===== config.mk =====
export PLATFORM = sky130hd
export DESIGN_NAME = agu_nd_flat
export DESIGN_NICKNAME = d
export VERILOG_FILES = /design/src/rtl/agu_nd_pkg.sv /design/src/rtl/agu_nd_if.sv /design/src/rtl/agu_nd_dim.sv /design/src/rtl/agu_nd.sv /design/src/flat_wrapper.sv
export SDC_FILE = /design/constraint.sdc
export NUM_CORES = 1
export LEC_CHECK = 0
export CAP_MARGIN = 20
export CORE_AREA = 5 5 219 306
export DETAILED_ROUTE_END_ITERATION = 6
export DIE_AREA = 0 0 224 311
export GPL_ROUTABILITY_DRIVEN = 1
export PLACE_DENSITY_LB_ADDON = 0.05
export SLEW_MARGIN = 25
export SYNTH_ARGS = -nofsm -noshare
export SYNTH_HDL_FRONTEND = slang
export SYNTH_HIERARCHICAL = 1
export SYNTH_SLANG_ARGS = --single-unit

===== constraint.sdc =====
create_clock -name clk -period 11.8 [get_ports clk]
set_clock_uncertainty 0.2 [all_clocks]
set_input_delay 1.18 -clock clk [delete_from_list [all_inputs] [get_ports clk]]
set_output_delay 1.18 -clock clk [all_outputs]
set_load 0.005 [all_outputs]

===== src/rtl/agu_nd_pkg.sv =====
// Shared types and defaults for the N-dimensional address generator (agu_nd).
// The optional stall counter is enabled by defining AGU_ND_STALL_CNT_EN.
`timescale 1ns/1ps
package agu_pkg;
  localparam int AGU_W   = 32;
  localparam int AGU_DIM = 2;

  typedef enum logic {
    AGU_IDLE = 1'b0,
    AGU_RUN  = 1'b1
  } agu_state_e;

  // Packed per-dimension descriptor (stride or count), dim 0 in the low slice.
  typedef logic [AGU_DIM-1:0][AGU_W-1:0] agu_desc_t;
endpackage


===== src/rtl/agu_nd_if.sv =====
// Handshake and descriptor bundle between the sequencer/consumer side and agu_nd.
// The optional stall counter (AGU_ND_STALL_CNT_EN) is a separate port on agu_nd.
`timescale 1ns/1ps
interface agu_nd_if
  import agu_pkg::*;
#(
  parameter int W   = AGU_W,
  parameter int DIM = AGU_DIM
);
  logic                    start;
  logic                    stop;
  logic [W-1:0]            base;
  logic [DIM-1:0][W-1:0]   stride;
  logic [DIM-1:0][W-1:0]   count;
  logic                    ready;
  logic                    valid;
  logic [W-1:0]            addr;
  logic                    last;
  logic [DIM-1:0]          last_dim;
  logic                    busy;
  logic                    done;

  modport master (
    output start, stop, base, stride, count, ready,
    input  valid, addr, last, last_dim, busy, done
  );

  modport slave (
    input  start, stop, base, stride, count, ready,
    output valid, addr, last, last_dim, busy, done
  );
endinterface


===== src/rtl/agu_nd_dim.sv =====
// One loop dimension of agu_nd: index counter plus offset accumulator.
// Wraps to zero on its final index and emits a carry to the next outer dimension.
`timescale 1ns/1ps
module agu_dim
  import agu_pkg::*;
#(
  parameter int W = AGU_W
) (
  input  logic         clk,
  input  logic         rst_n,
  input  logic         clr,
  input  logic         inc,
  input  logic [W-1:0] stride,
  input  logic [W-1:0] count,
  output logic         is_last,
  output logic         carry,
  output logic [W-1:0] off
);
  logic [W-1:0] idx_q, idx_d;
  logic [W-1:0] off_q, off_d;

  // count arrives already normalised to >= 1 by the top level.
  assign is_last = (idx_q == (count - W'(1)));
  assign carry   = inc & is_last;
  assign off     = off_q;

  always_comb begin
    idx_d = idx_q;
    off_d = off_q;
    if (clr) begin
      idx_d = '0;
      off_d = '0;
    end else if (inc) begin
      if (is_last) begin
        idx_d = '0;
        off_d = '0;
      end else begin
        idx_d = idx_q + W'(1);
        off_d = off_q + stride;
      end
    end
  end

  always_ff @(posedge clk) begin
    if (!rst_n) begin
      idx_q <= '0;
      off_q <= '0;
    end else begin
      idx_q <= idx_d;
      off_q <= off_d;
    end
  end
endmodule


===== src/rtl/agu_nd.sv =====
// N-dimensional address generation unit: nested loops with per-dim stride/count,
// valid/ready output stream. Define AGU_ND_STALL_CNT_EN to add the stall_cnt port.
`timescale 1ns/1ps
module agu_nd
  import agu_pkg::*;
#(
  parameter int W   = AGU_W,
  parameter int DIM = AGU_DIM
) (
  input  logic         clk,
  input  logic         rst_n,
  agu_nd_if.slave      bus
`ifdef AGU_ND_STALL_CNT_EN
  ,
  output logic [W-1:0] stall_cnt
`endif
);
  agu_state_e            state_q;
  logic                  valid_q;
  logic                  done_q;
  logic [W-1:0]          base_q, base_d;
  logic [DIM-1:0][W-1:0] stride_q, stride_d;
  logic [DIM-1:0][W-1:0] count_q, count_d;

  logic                  start_acc;
  logic                  fire;
  logic [DIM-1:0]        inc_w;
  logic [DIM-1:0]        is_last_w;
  logic [DIM-1:0]        carry_w;
  logic [DIM-1:0]        last_dim_w;
  logic [DIM-1:0][W-1:0] off_w;
  logic [DIM-1:0][W-1:0] sum_w;

  assign start_acc = (state_q == AGU_IDLE) & bus.start;
  assign fire      = valid_q & bus.ready;

  always_comb begin
    base_d   = base_q;
    stride_d = stride_q;
    count_d  = count_q;
    if (start_acc) begin
      base_d   = bus.base;
      stride_d = bus.stride;
      for (int d = 0; d < DIM; d++) begin
        count_d[d] = (bus.count[d] == '0) ? W'(1) : bus.count[d];
      end
    end
  end

  always_ff @(posedge clk) begin
    if (!rst_n) begin
      base_q   <= '0;
      stride_q <= '0;
      count_q  <= '0;
    end else begin
      base_q   <= base_d;
      stride_q <= stride_d;
      count_q  <= count_d;
    end
  end

  // Carry ripples outward: dim d advances only when every inner dim wraps.
  generate
    for (genvar gi = 0; gi < DIM; gi++) begin : g_dim
      if (gi == 0) begin : g_inner
        assign inc_w[gi]      = fire;
        assign last_dim_w[gi] = is_last_w[gi];
        assign sum_w[gi]      = off_w[gi];
      end else begin : g_outer
        assign inc_w[gi]      = carry_w[gi-1];
        assign last_dim_w[gi] = last_dim_w[gi-1] & is_last_w[gi];
        assign sum_w[gi]      = sum_w[gi-1] + off_w[gi];
      end

      agu_dim #(.W(W)) u_dim (
        .clk     (clk),
        .rst_n   (rst_n),
        .clr     (start_acc),
        .inc     (inc_w[gi]),
        .stride  (stride_q[gi]),
        .count   (count_q[gi]),
        .is_last (is_last_w[gi]),
        .carry   (carry_w[gi]),
        .off     (off_w[gi])
      );
    end
  endgenerate

  // A carry out of the outermost dim is exactly the fire of the final beat.
  always_ff @(posedge clk) begin
    if (!rst_n) begin
      state_q <= AGU_IDLE;
      valid_q <= 1'b0;
      done_q  <= 1'b0;
    end else begin
      case (state_q)
        AGU_IDLE: begin
          done_q <= 1'b0;
          if (bus.start) begin
            state_q <= AGU_RUN;
            valid_q <= 1'b1;
          end
        end
        AGU_RUN: begin
          if (carry_w[DIM-1] | bus.stop) begin
            state_q <= AGU_IDLE;
            valid_q <= 1'b0;
            done_q  <= 1'b1;
          end else begin
            done_q  <= 1'b0;
          end
        end
        default: begin
          state_q <= AGU_IDLE;
          valid_q <= 1'b0;
          done_q  <= 1'b0;
        end
      endcase
    end
  end

  assign bus.valid    = valid_q;
  assign bus.busy     = (state_q == AGU_RUN);
  assign bus.done     = done_q;
  assign bus.addr     = base_q + sum_w[DIM-1];
  assign bus.last_dim = last_dim_w & {DIM{valid_q}};
  assign bus.last     = last_dim_w[DIM-1] & valid_q;

`ifdef AGU_ND_STALL_CNT_EN
  logic [W-1:0] stall_q, stall_d;

  always_comb begin
    stall_d = stall_q;
    if (start_acc) begin
      stall_d = '0;
    end else if (valid_q & ~bus.ready & (stall_q != '1)) begin
      stall_d = stall_q + W'(1);
    end
  end

  always_ff @(posedge clk) begin
    if (!rst_n) begin
      stall_q <= '0;
    end else begin
      stall_q <= stall_d;
    end
  end

  assign stall_cnt = stall_q;
`endif
endmodule


===== src/flat_wrapper.sv =====
// flat-port wrapper written by rule: the top's interface ports become plain ports
module agu_nd_flat import agu_pkg::*;
#(
  parameter int W   = AGU_W,
  parameter int DIM = AGU_DIM
)
  (clk, rst_n, bus_start, bus_stop, bus_base, bus_stride, bus_count, bus_ready, bus_valid, bus_addr, bus_last, bus_last_dim, bus_busy, bus_done);
  agu_nd_if #(.W(W), .DIM(DIM)) bus_i ();
  input  logic clk;
  input  logic rst_n;
  input wire logic [$bits(bus_i.start)-1:0] bus_start;
  input wire logic [$bits(bus_i.stop)-1:0] bus_stop;
  input wire logic [$bits(bus_i.base)-1:0] bus_base;
  input wire logic [$bits(bus_i.stride)-1:0] bus_stride;
  input wire logic [$bits(bus_i.count)-1:0] bus_count;
  input wire logic [$bits(bus_i.ready)-1:0] bus_ready;
  output wire logic [$bits(bus_i.valid)-1:0] bus_valid;
  output wire logic [$bits(bus_i.addr)-1:0] bus_addr;
  output wire logic [$bits(bus_i.last)-1:0] bus_last;
  output wire logic [$bits(bus_i.last_dim)-1:0] bus_last_dim;
  output wire logic [$bits(bus_i.busy)-1:0] bus_busy;
  output wire logic [$bits(bus_i.done)-1:0] bus_done;
  assign bus_i.start = bus_start;
  assign bus_i.stop = bus_stop;
  assign bus_i.base = bus_base;
  assign bus_i.stride = bus_stride;
  assign bus_i.count = bus_count;
  assign bus_i.ready = bus_ready;
  assign bus_valid = bus_i.valid;
  assign bus_addr = bus_i.addr;
  assign bus_last = bus_i.last;
  assign bus_last_dim = bus_i.last_dim;
  assign bus_busy = bus_i.busy;
  assign bus_done = bus_i.done;
  agu_nd #(.W(W), .DIM(DIM)) u_core (.clk(clk), .rst_n(rst_n), .bus(bus_i));
endmodule

==> run metrics, run 1 <==
Final period util=0.546; Hold Path Cell Cnt=2; worst setup path class=reg2out; Yosys reg bits=291; Final HPWL DP=around 50000 um; Peak VDD IR=a little under 0.09 mV; RSZ-0062 raised after global routing=false; Worst Setup Start Kind=register; PD cells=around 120 nW/um^2; CP Data Required Time=about 10 ns; CTS tree=built; final hold violations=0; sum of negative setup slack=0 ns; Static Leakage=between 8 and 9 nW; number of synthesized flops with an enable pin=0; Hold Buf Count CTS=0; Via-to-Cell Ratio=a little over 5; status=completed; Slew headroom=0.311; Syn Area/Cell=slightly below 8 um^2; vias=between 15k and 20k; r2r startpoint=u_core/count_q[32]; Worst setup EP type=primary output; Setup violations, final=0; critical path cell sequence=inv_1 > ha_1 > nor4b_2 > nand4_1 > or2_2 > nor4bb_1 > nor2_1 > or4b_1 > or4_1 > inv_1 > and3_1 > clkdlybuf4s50_1; Chip Height=between 300 and 400 um; CP top delay family=simple AND/OR/NAND/NOR gates; CTS Buf Count=36; Worst-Margin Slew=approximately 1.0 ns; fin area=approximately 23000 um^2; Total GRT Usage=0.180; cells on worst reg2reg path=14; post_cts resized=0; maxcap violations=0; worst r2r dst=u_core/bus.valid; # DRC=0; first-pass GRT wire length=101000 um; Crit path buffers/inverters=3; vias in the first global route=approximately 18k; drt wl/cell=18.9 um; Final min period=6.45 ns; Longest Clk Path Bufs=3; RD Place Congestion=roughly 0.87; buffers added on ports=between 200 and 250; final core utilization=0.359; DR pass1 iterations=5; largest stage delay on the critical path=around 0.62 ns; Post-DRT Antenna Nets=0; Root Buffer=clkbuf_16; # diodes=0; CP Max Fanout=9; postcts setup bufs=0; CP Data Arrival Time=5.07 ns; core area=64000 um^2; Synth Flop Type=dfxtp_1; pin count of the biggest net entering global routing=roughly 110; hold slack=between 0.2 and 0.3 ns; initial core utilization=0.297; sequential area share after synthesis=0.307; fraction of layout cells with a size suffix above 1=0.0444; die area=around 70000 um^2; area grow syn2layout=21.0%; Total Power=between 2 and 3 mW; Reg area=between 5000 and 6000 um^2; Placed Area=21700 um^2; io pins=a little over 200; ys async rst share=0; synth warn=6; num rows=110; H-tree depth=2; area of the multi-input gates=between 10000 and 15000 um^2; clk_lat worst skew=0.55 ns; Die X=224 um; Hold Path Sink=u_core/stride_q[49]; initial antenna violation count=1; slowest stage cell on the critical path=or4_1; Overflow after GRT=0; filler instances=6787; final max-slew violation count=0; Unique masters post-synth=92; CTS Sinks=around 290; R2R Setup Slk=around 6.3 ns; Final nets=2860; worst hold start=u_core/stride_q[49]; CP dominant cell by count=inv_1; most frequent cells in the layout=nand2_1, a21oi_1, dfxtp_1; post-synthesis cell area=19000 um^2; initial drt markers=approximately 840; commonest non-fill, non-tap cell in the layout=nand2_1; Post-Synthesis Cells=approximately 2.4k; overall routed net length=between 60000 and 70000 um; fmax=around 160 MHz; worst hold path type=reg2reg; CTS clk-pin slew, worst paths=0.06 ns; Mapped Nets=around 2.7k
## metal layers
layer	global-route usage	vias up	wire length, um
li1	-	8914	-
met1	0.207	8486	26800
met2	0.341	323	33900
met3	0.0269	85	2260
met4	0.0510	2	1790
met5	0	-	13
## stage by stage
stage | cells | setup WS, ns
global placement | 3367 | 5.95
global route | 3430 | 5.01
floorplan | 2424 | 6.70
detailed placement | 3367 | 5.98
finish | 3430 | 5.35
CTS | 3430 | 5.38
## cells in the mapped netlist, drive strengths merged, types with 5 or more instances
master,n,area [um^2]
a2111oi,9,118
a211o,5,52.6
a211oi,18,140
a21o,41,308
a21oi,302,1510
a22o,14,123
a311oi,6,52.6
a31oi,13,81.3
and2,15,93.8
and3,24,155
and4,19,166
buf,29,164
clkbuf,84,315
dfxtp,291,5830
fa,34,681
ha,96,1200
inv,41,154
mux2i,10,100
nand2,487,1830
nand2b,21,131
nand3,83,415
nand3b,10,75.1
nand4,41,263
nand4b,6,52.6
nor2,120,458
nor2b,15,93.8
nor3,73,370
nor3b,10,75.1
nor4,40,269
nor4b,9,85.1
o211ai,16,120
o21a,12,90.1
o21ai,71,355
o21bai,12,90.1
o22ai,5,31.3
o311ai,6,70.1
o31ai,8,60.1
or2,14,87.6
or3,21,131
or4,20,158
xnor2,118,1030
xor2,93,815
## report_power, final
group	leakage, nW	switching, mW	internal (mW)
clock	0.624	0.453	0.739
combinational	5.92	0.227	0.177
sequential	2.37	0.0396	1.02
total	8.92	0.720	1.93
## registers in the layout, indices dropped and copies added, names as in the netlist
signal                    cells
u_core/g_dim.u_dim/idx_q     64
u_core/count_q               64
u_core/stride_q              64
u_core/bus.busy               1
u_core/bus.valid              1
u_core/bus.done               1
u_core/g_dim.u_dim/off       64
u_core/base_q                32
## worst max path at each step
stage | start | depth (start not counted) | to | slack, ns
2_1_floorplan | u_core/count_q[47] | 13 | bus_last_dim[1] | 6.70
3_3_place_gp | u_core/count_q[32] | 12 | bus_last_dim[1] | 5.95
3_5_place_dp | u_core/count_q[32] | 12 | bus_last_dim[1] | 5.98
4_1_cts | u_core/count_q[32] | 12 | bus_last_dim[1] | 5.38
5_1_grt | u_core/count_q[32] | 12 | bus_last | 5.01
6_report | u_core/count_q[32] | 12 | bus_last_dim[1] | 5.35
## final cells by class
cell class,instances,share of cell area
clock inverter,13,0.00872
timing repair buffer,216,0.0926
multi-input combinational,1978,0.546
sequential,291,0.254
clock buffer,50,0.0464
tap,840,0.0458
inverter,42,0.00719
## logic make-up after synthesis
logic type	after synthesis	synth area share
and+or+nand+nor	1041	0.266
buffers and inverters	155	0.0336
adders and majority gates	130	0.0992
xor gates and xnor gates	211	0.0974
muxes	12	0.00646
AOI/OAI and AO/OA	584	0.191
DFF	291	0.307
## worst register-to-register path, cell delays in order, from the launching register on
cell and delay, ns:
dfxtp_1 0.36, inv_1 0.08, ha_1 0.29, nor4b_2 0.60
nand4_1 0.48, or2_2 0.43, nor4bb_1 0.29, nor2_1 0.09
or4b_1 0.49, or4_1 0.62, buf_4 0.30, nor2_4 0.66
o21ai_0 0.24, a21oi_1 0.18, nor2_1 0.05
No activity file was read; power rests on OpenSTA's default activity.
==> run 2: changes to the inputs <==
clock period = 5.41 ns   (was 11.8 ns; I/O delays follow)
==> run 2 against run 1 <==
Compared with the run above:
- global-route usage up 0.13 points
- sequential share of layout area shrank 0.16 points
- total power rose by 110%
- critical endpoint unchanged
==> run metrics, run 2 (synthesis gave the netlist of run 1 again) <==
status=completed (unchanged); Worst setup EP type=primary output (unchanged); RD Place Congestion=0.857 (was 0.867); PD cells=244 nW/um^2 (was 116 nW/um^2); Combinational Power Share=0.161 (was 0.152); overall routed net length=65100 um (was 64800 um); maxcap violations=0 (unchanged); initial core utilization=0.297 (unchanged); vias=17.9k (was 17.8k); Hold Buf Count CTS=0 (unchanged); Final period util=0.978; final hold violations=0 (unchanged); Die X=224 um (unchanged); commonest non-fill, non-tap cell in the layout=nand2_1 (unchanged); Net Sw Power=1.56 mW (was 720 uW); Setup violations, final=0 (unchanged); initial drt markers=936 (was 837); Slew headroom=0.439 (was 0.311); fraction of layout cells with a size suffix above 1=0.0537 (was 0.0444); largest stage delay on the critical path=0.57 ns (was 0.62 ns); critical path cell sequence=or4_4 > or4_4 > or4_1 > o211ai_1 > nor2_1 > or4b_1 > or4_4 > inv_1 > and3_1 > clkdlybuf4s50_1 (was inv_1 > ha_1 > nor4b_2 > nand4_1 > or2_2 > nor4bb_1 > nor2_1 > or4b_1 > or4_1 > inv_1 > and3_1 > clkdlybuf4s50_1); Final HPWL DP=50500 um (was 50100 um); Post-DRT Antenna Nets=0 (unchanged); Total Power=5.65 mW (was 2.65 mW); CTS tree=built (unchanged); first-pass GRT wire length=102000 um (was 101000 um); Crit path buffers/inverters=2 (was 3); initial antenna violation count=2 (was 1); Reg area=5830 um^2 (about the same); CP Max Fanout=8 (was 9); worst setup path class=reg2out (unchanged); CP dominant cell by count=or4_4 (was inv_1); H-tree depth=2 (unchanged); pin count of the biggest net entering global routing=116 (was 106); Final min period=5.29 ns; CTS clk-pin slew, worst paths=0.06 ns (about the same); core area=64000 um^2 (unchanged); CTS Sinks=291 (unchanged); buffers added on ports=202 (unchanged); Root Buffer=clkbuf_16 (unchanged); Final nets=2876 (was 2860); Worst Setup Start Kind=register (unchanged); Seq pwr share=0.409 (was 0.399); CP Data Arrival Time=4.55 ns (was 5.07 ns); Internal Power=4.09 mW (was 1.93 mW); io pins=203 (unchanged); hold slack=0.262 ns (was 0.261 ns); fmax=189 MHz; slowest stage cell on the critical path=or4_4 (was or4_1); placed cells=3379 (was 3367); CP top delay family=simple AND/OR/NAND/NOR gates (unchanged); filler instances=6745 (was 6787); num rows=110 (unchanged); area grow syn2layout=21.8% (was 21.0%); # DRC=0 (unchanged); vias in the first global route=18.2k (about the same); drt wl/cell=18.9 um (about the same); CP Data Required Time=4.67 ns (was 10.42 ns); Overflow after GRT=0 (unchanged); RSZ-0062 raised after global routing=false (unchanged); Via-to-Cell Ratio=5.19 (about the same); fin cells=3447 (was 3430); Peak VDD IR=0.209 mV (was 0.0875 mV); CTS Buf Count=37 (was 36); Worst-Margin Slew=0.834 ns (was 1.03 ns); clk_lat worst skew=0.54 ns (was 0.55 ns); Static Leakage=8.98 nW (was 8.92 nW); worst hold path type=reg2reg (unchanged); Clock Power Share=0.430 (was 0.449); DR pass1 iterations=5 (unchanged); final max-slew violation count=0 (unchanged); Sw Ratio=0.277 (was 0.271); sum of negative setup slack=0 ns (unchanged); area of the multi-input gates=12600 um^2 (was 12500 um^2); Chip Height=311 um (unchanged); Total GRT Usage=0.181 (was 0.180); Longest Clk Path Bufs=3 (unchanged); die area=69700 um^2 (unchanged); most frequent cells in the layout=nand2_1, a21oi_1, dfxtp_1 (unchanged)
==> run 2: cell count changes in the layout (fill, tap and decap cells not counted), sizes merged <==
cell	change
buf	+15
bufinv	-3
clkbuf	+1
clkinv	+1
clkinvlp	+2
diode	+1
==> run 2: final cells by class <==
cell class	instances	share of cell area
diodes	1	0.000108
clock buffers	51	0.0458
clock inverters	13	0.00530
inverters	42	0.00725
multi-input cells	1978	0.545
flip-flops and latches	291	0.252
well taps	840	0.0455
repair buffers	231	0.0990
==> run 2: layer usage <==
metal | part of all wire | global-route usage
met1 | 0.42 | 0.211
met2 | 0.53 | 0.341
met3 | 0.029 | 0.0239
met4 | 0.030 | 0.0549
met5 | 0 | 0
==> run 2: worst reg2reg max path, delay by kind of cell (launching register included) <==
kind             cells  cell delay [ns]
XOR/XNOR             1             0.13
flip-flops           1             0.39
AND/OR/NAND/NOR     12             3.52
AO/OA/AOI/OAI        2             0.57
==> run 2: per-stage QoR <==
step	setup WS (ns)	cell area, um^2	util
after CTS	0.00183	23100	0.360
after detailed placement	0.379	21800	0.341
after global routing	0.000649	23100	0.361
after floorplan	0.953	19000	-
final	0.118	23100	0.361
after global placement	0.435	21800	0.341
==> run 2: repair_timing <==
item,4_1_cts,5_1_grt
resized for setup,5,10
endpoints found under the setup margin,2,3
buffers inserted,1,2
pin swaps,0,2
==> run 2: power by group through the flow <==
stage          combinational, mW  clock [mW]  sequential (mW)
3_3_place_gp               0.898           0             2.35
3_5_place_dp               0.900           0             2.35
6_report                   0.910        2.43             2.31
4_1_cts                    0.913        2.54             2.31
5_1_grt                     1.01        2.61             2.32
2_1_floorplan              0.555           0             2.32
==> run 2: path summary, 6_finish.rpt <==
check / start / endpoint / slack (ns) / cells past startpoint
worst max register to register: u_core/count_q[19] / u_core/g_dim[1].u_dim/idx_q[26] / 0.49 / 15
worst max-delay path: u_core/count_q[48] / bus_last_dim[1] / 0.12 / 10
worst min register to register: u_core/stride_q[10] / u_core/stride_q[10] / 0.26 / 2
worst min-delay path: u_core/stride_q[10] / u_core/stride_q[10] / 0.26 / 2
==> run 3: changes to the inputs <==
CORE_AREA = 5 5 362 186   (was 5 5 219 306)
DIE_AREA = 0 0 367 191   (was 0 0 224 311)
==> run 3 against run 2 <==
Compared with the run above:
- clock-buffer cell count shrank 9
- sequential cell count stayed put
- combinational power is 3.7% higher
- wire length increased by 6.7%
- die area up 0.62%
- hold slack improved by 0.0022 ns
- sequential power is essentially flat
- critical path depth rose by 1
- highest routed layer unchanged
==> run metrics, run 3 (synthesis gave the netlist of run 1 again) <==
Final nets=2878 (was 2876); Die X=367 um (was 224 um); pin count of the biggest net entering global routing=78 (was 116); area grow syn2layout=22.0% (was 21.8%); overall routed net length=69500 um (was 65100 um); Final min period=5.33 ns (was 5.29 ns); CP Data Arrival Time=4.59 ns (was 4.55 ns); final max-slew violation count=0 (unchanged); H-tree depth=1 (was 2); Post-DRT Antenna Nets=0 (unchanged); DP Worst Slack=0.276 ns (was 0.379 ns); fmax=188 MHz (was 189 MHz); largest stage delay on the critical path=0.57 ns (about the same); io pins=203 (unchanged); Root Buffer=clkbuf_16 (unchanged); worst setup path class=reg2out (unchanged); Via-to-Cell Ratio=5.21 (was 5.19); Worst setup EP type=primary output (unchanged); RD Place Congestion=0.934 (was 0.857); Longest Clk Path Bufs=3 (unchanged); PnR worst setup slack=0.0798 ns (was 0.118 ns); buffers added on ports=202 (unchanged); fraction of layout cells with a size suffix above 1=0.0587 (was 0.0537); CTS Sinks=291 (unchanged); Total GRT Usage=0.192 (was 0.181); drt wl/cell=20.1 um (was 18.9 um); final hold violations=0 (unchanged); clk_lat worst skew=0.60 ns (was 0.54 ns); Slew headroom=0.381 (was 0.439); num rows=66 (was 110); CP Data Required Time=4.67 ns (about the same); Worst-Margin Slew=0.920 ns (was 0.834 ns); R2R Setup Slk=0.39 ns (was 0.49 ns); RSZ-0062 raised after global routing=true (was false); Total Power=5.63 mW (was 5.65 mW); critical path cell sequence=or3_1 > or3_4 > a2111oi_4 > buf_4 > nand3_1 > or4_4 > or4b_4 > or4_4 > inv_2 > and3_4 > clkdlybuf4s50_1 (was or4_4 > or4_4 > or4_1 > o211ai_1 > nor2_1 > or4b_1 > or4_4 > inv_1 > and3_1 > clkdlybuf4s50_1); Overflow after GRT=0 (unchanged); Static Leakage=9.00 nW (was 8.98 nW); initial core utilization=0.297 (unchanged); CP dominant cell by count=or4_4 (unchanged); Peak VDD IR=0.227 mV (was 0.209 mV); # diodes=0 (was 1); initial antenna violation count=0 (was 2); Chip Height=191 um (was 311 um); core area=64000 um^2 (unchanged); most frequent cells in the layout=nand2_1, a21oi_1, dfxtp_1 (unchanged); CP Max Fanout=6 (was 8); DR pass1 iterations=5 (unchanged); status=completed (unchanged); die area=70100 um^2 (was 69700 um^2); initial drt markers=1476 (was 936); first-pass GRT wire length=106000 um (was 102000 um); vias=18.0k (was 17.9k); CTS clk-pin slew, worst paths=0.06 ns (about the same); Final period util=0.985 (was 0.978); worst hold path type=reg2reg (unchanged); # DRC=0 (unchanged); Worst Setup Start Kind=register (unchanged); commonest non-fill, non-tap cell in the layout=nand2_1 (unchanged); vias in the first global route=17.2k (was 18.2k); slowest stage cell on the critical path=or4_4 (unchanged); CTS tree=built (unchanged); Setup violations, final=0 (unchanged); Hold Buf Count CTS=0 (unchanged); Final HPWL DP=54500 um (was 50500 um); maxcap violations=0 (unchanged); CTS Buf Count=31 (was 37); PD cells=243 nW/um^2 (was 244 nW/um^2)
==> run 3: cell types whose count changed in the layout (fill, tap and decap cells not counted), sizes merged, moves of 2 or more <==
cell	delta
buf	+8
bufinv	+4
clkbuf	-9
clkinv	-2
==> run 3: area by class of cell <==
class	instances	area, um^2
well taps	850	1060
multi-input cells	1978	12700
clock buffers	42	867
inverters	42	165
repair buffers	239	2330
clock inverters	15	233
fillers	6638	40800
flip-flops and latches	291	5840
==> run 3: final timing paths <==
path / startpoint / endpoint / depth (start not counted)
max reg2reg: u_core/count_q[19] / u_core/g_dim[1].u_dim/idx_q[27] / 17
min reg2reg: u_core/base_q[0] / u_core/base_q[0] / 2
min: u_core/base_q[0] / u_core/base_q[0] / 2
max: u_core/count_q[33] / bus_last / 11
==> run 3: repair_timing <==
item,in CTS,in global routing
gates resized for setup,17,15
setup buffers,3,1
pin swaps,4,0
endpoints found under the setup margin,2,6
==> run 3: worst max-delay path: cells and delay by family, from the launching register on <==
kind	cells	cell delay [ns]
and+or+nand+nor	7	2.59
buffers and inverters	3	0.75
DFF	1	0.35
AOI/OAI and AO/OA	1	0.32
==> run 3: per-layer routing <==
metal / part of all wire / wire length [um] / GRT usage
met4: 0.016 / 1080 / 0.0304
met1: 0.56 / 39000 / 0.321
met2: 0.36 / 25000 / 0.246
met5: 0 / 0 / 0
met3: 0.063 / 4380 / 0.0379
==> run 3: where the power goes <==
part	switching, mW	internal, mW	total, mW	leakage [nW]
Clock	0.969	1.40	2.37	0.534
Combinational	0.532	0.412	0.944	6.09
Sequential	0.0955	2.22	2.31	2.37
==> run 3: through the flow <==
step                      hold slack [ns]  area, um^2  TNS, ns  utilization  instances
after floorplan                     0.235       19000        0            -       2424
after global placement              0.252       21900        0        0.342       3396
after detailed placement            0.260       21900        0        0.342       3396
after CTS                           0.242       23100        0        0.361       3456
after global routing                0.267       23200  -0.0359        0.362       3457
final                               0.264       23200        0        0.362       3457
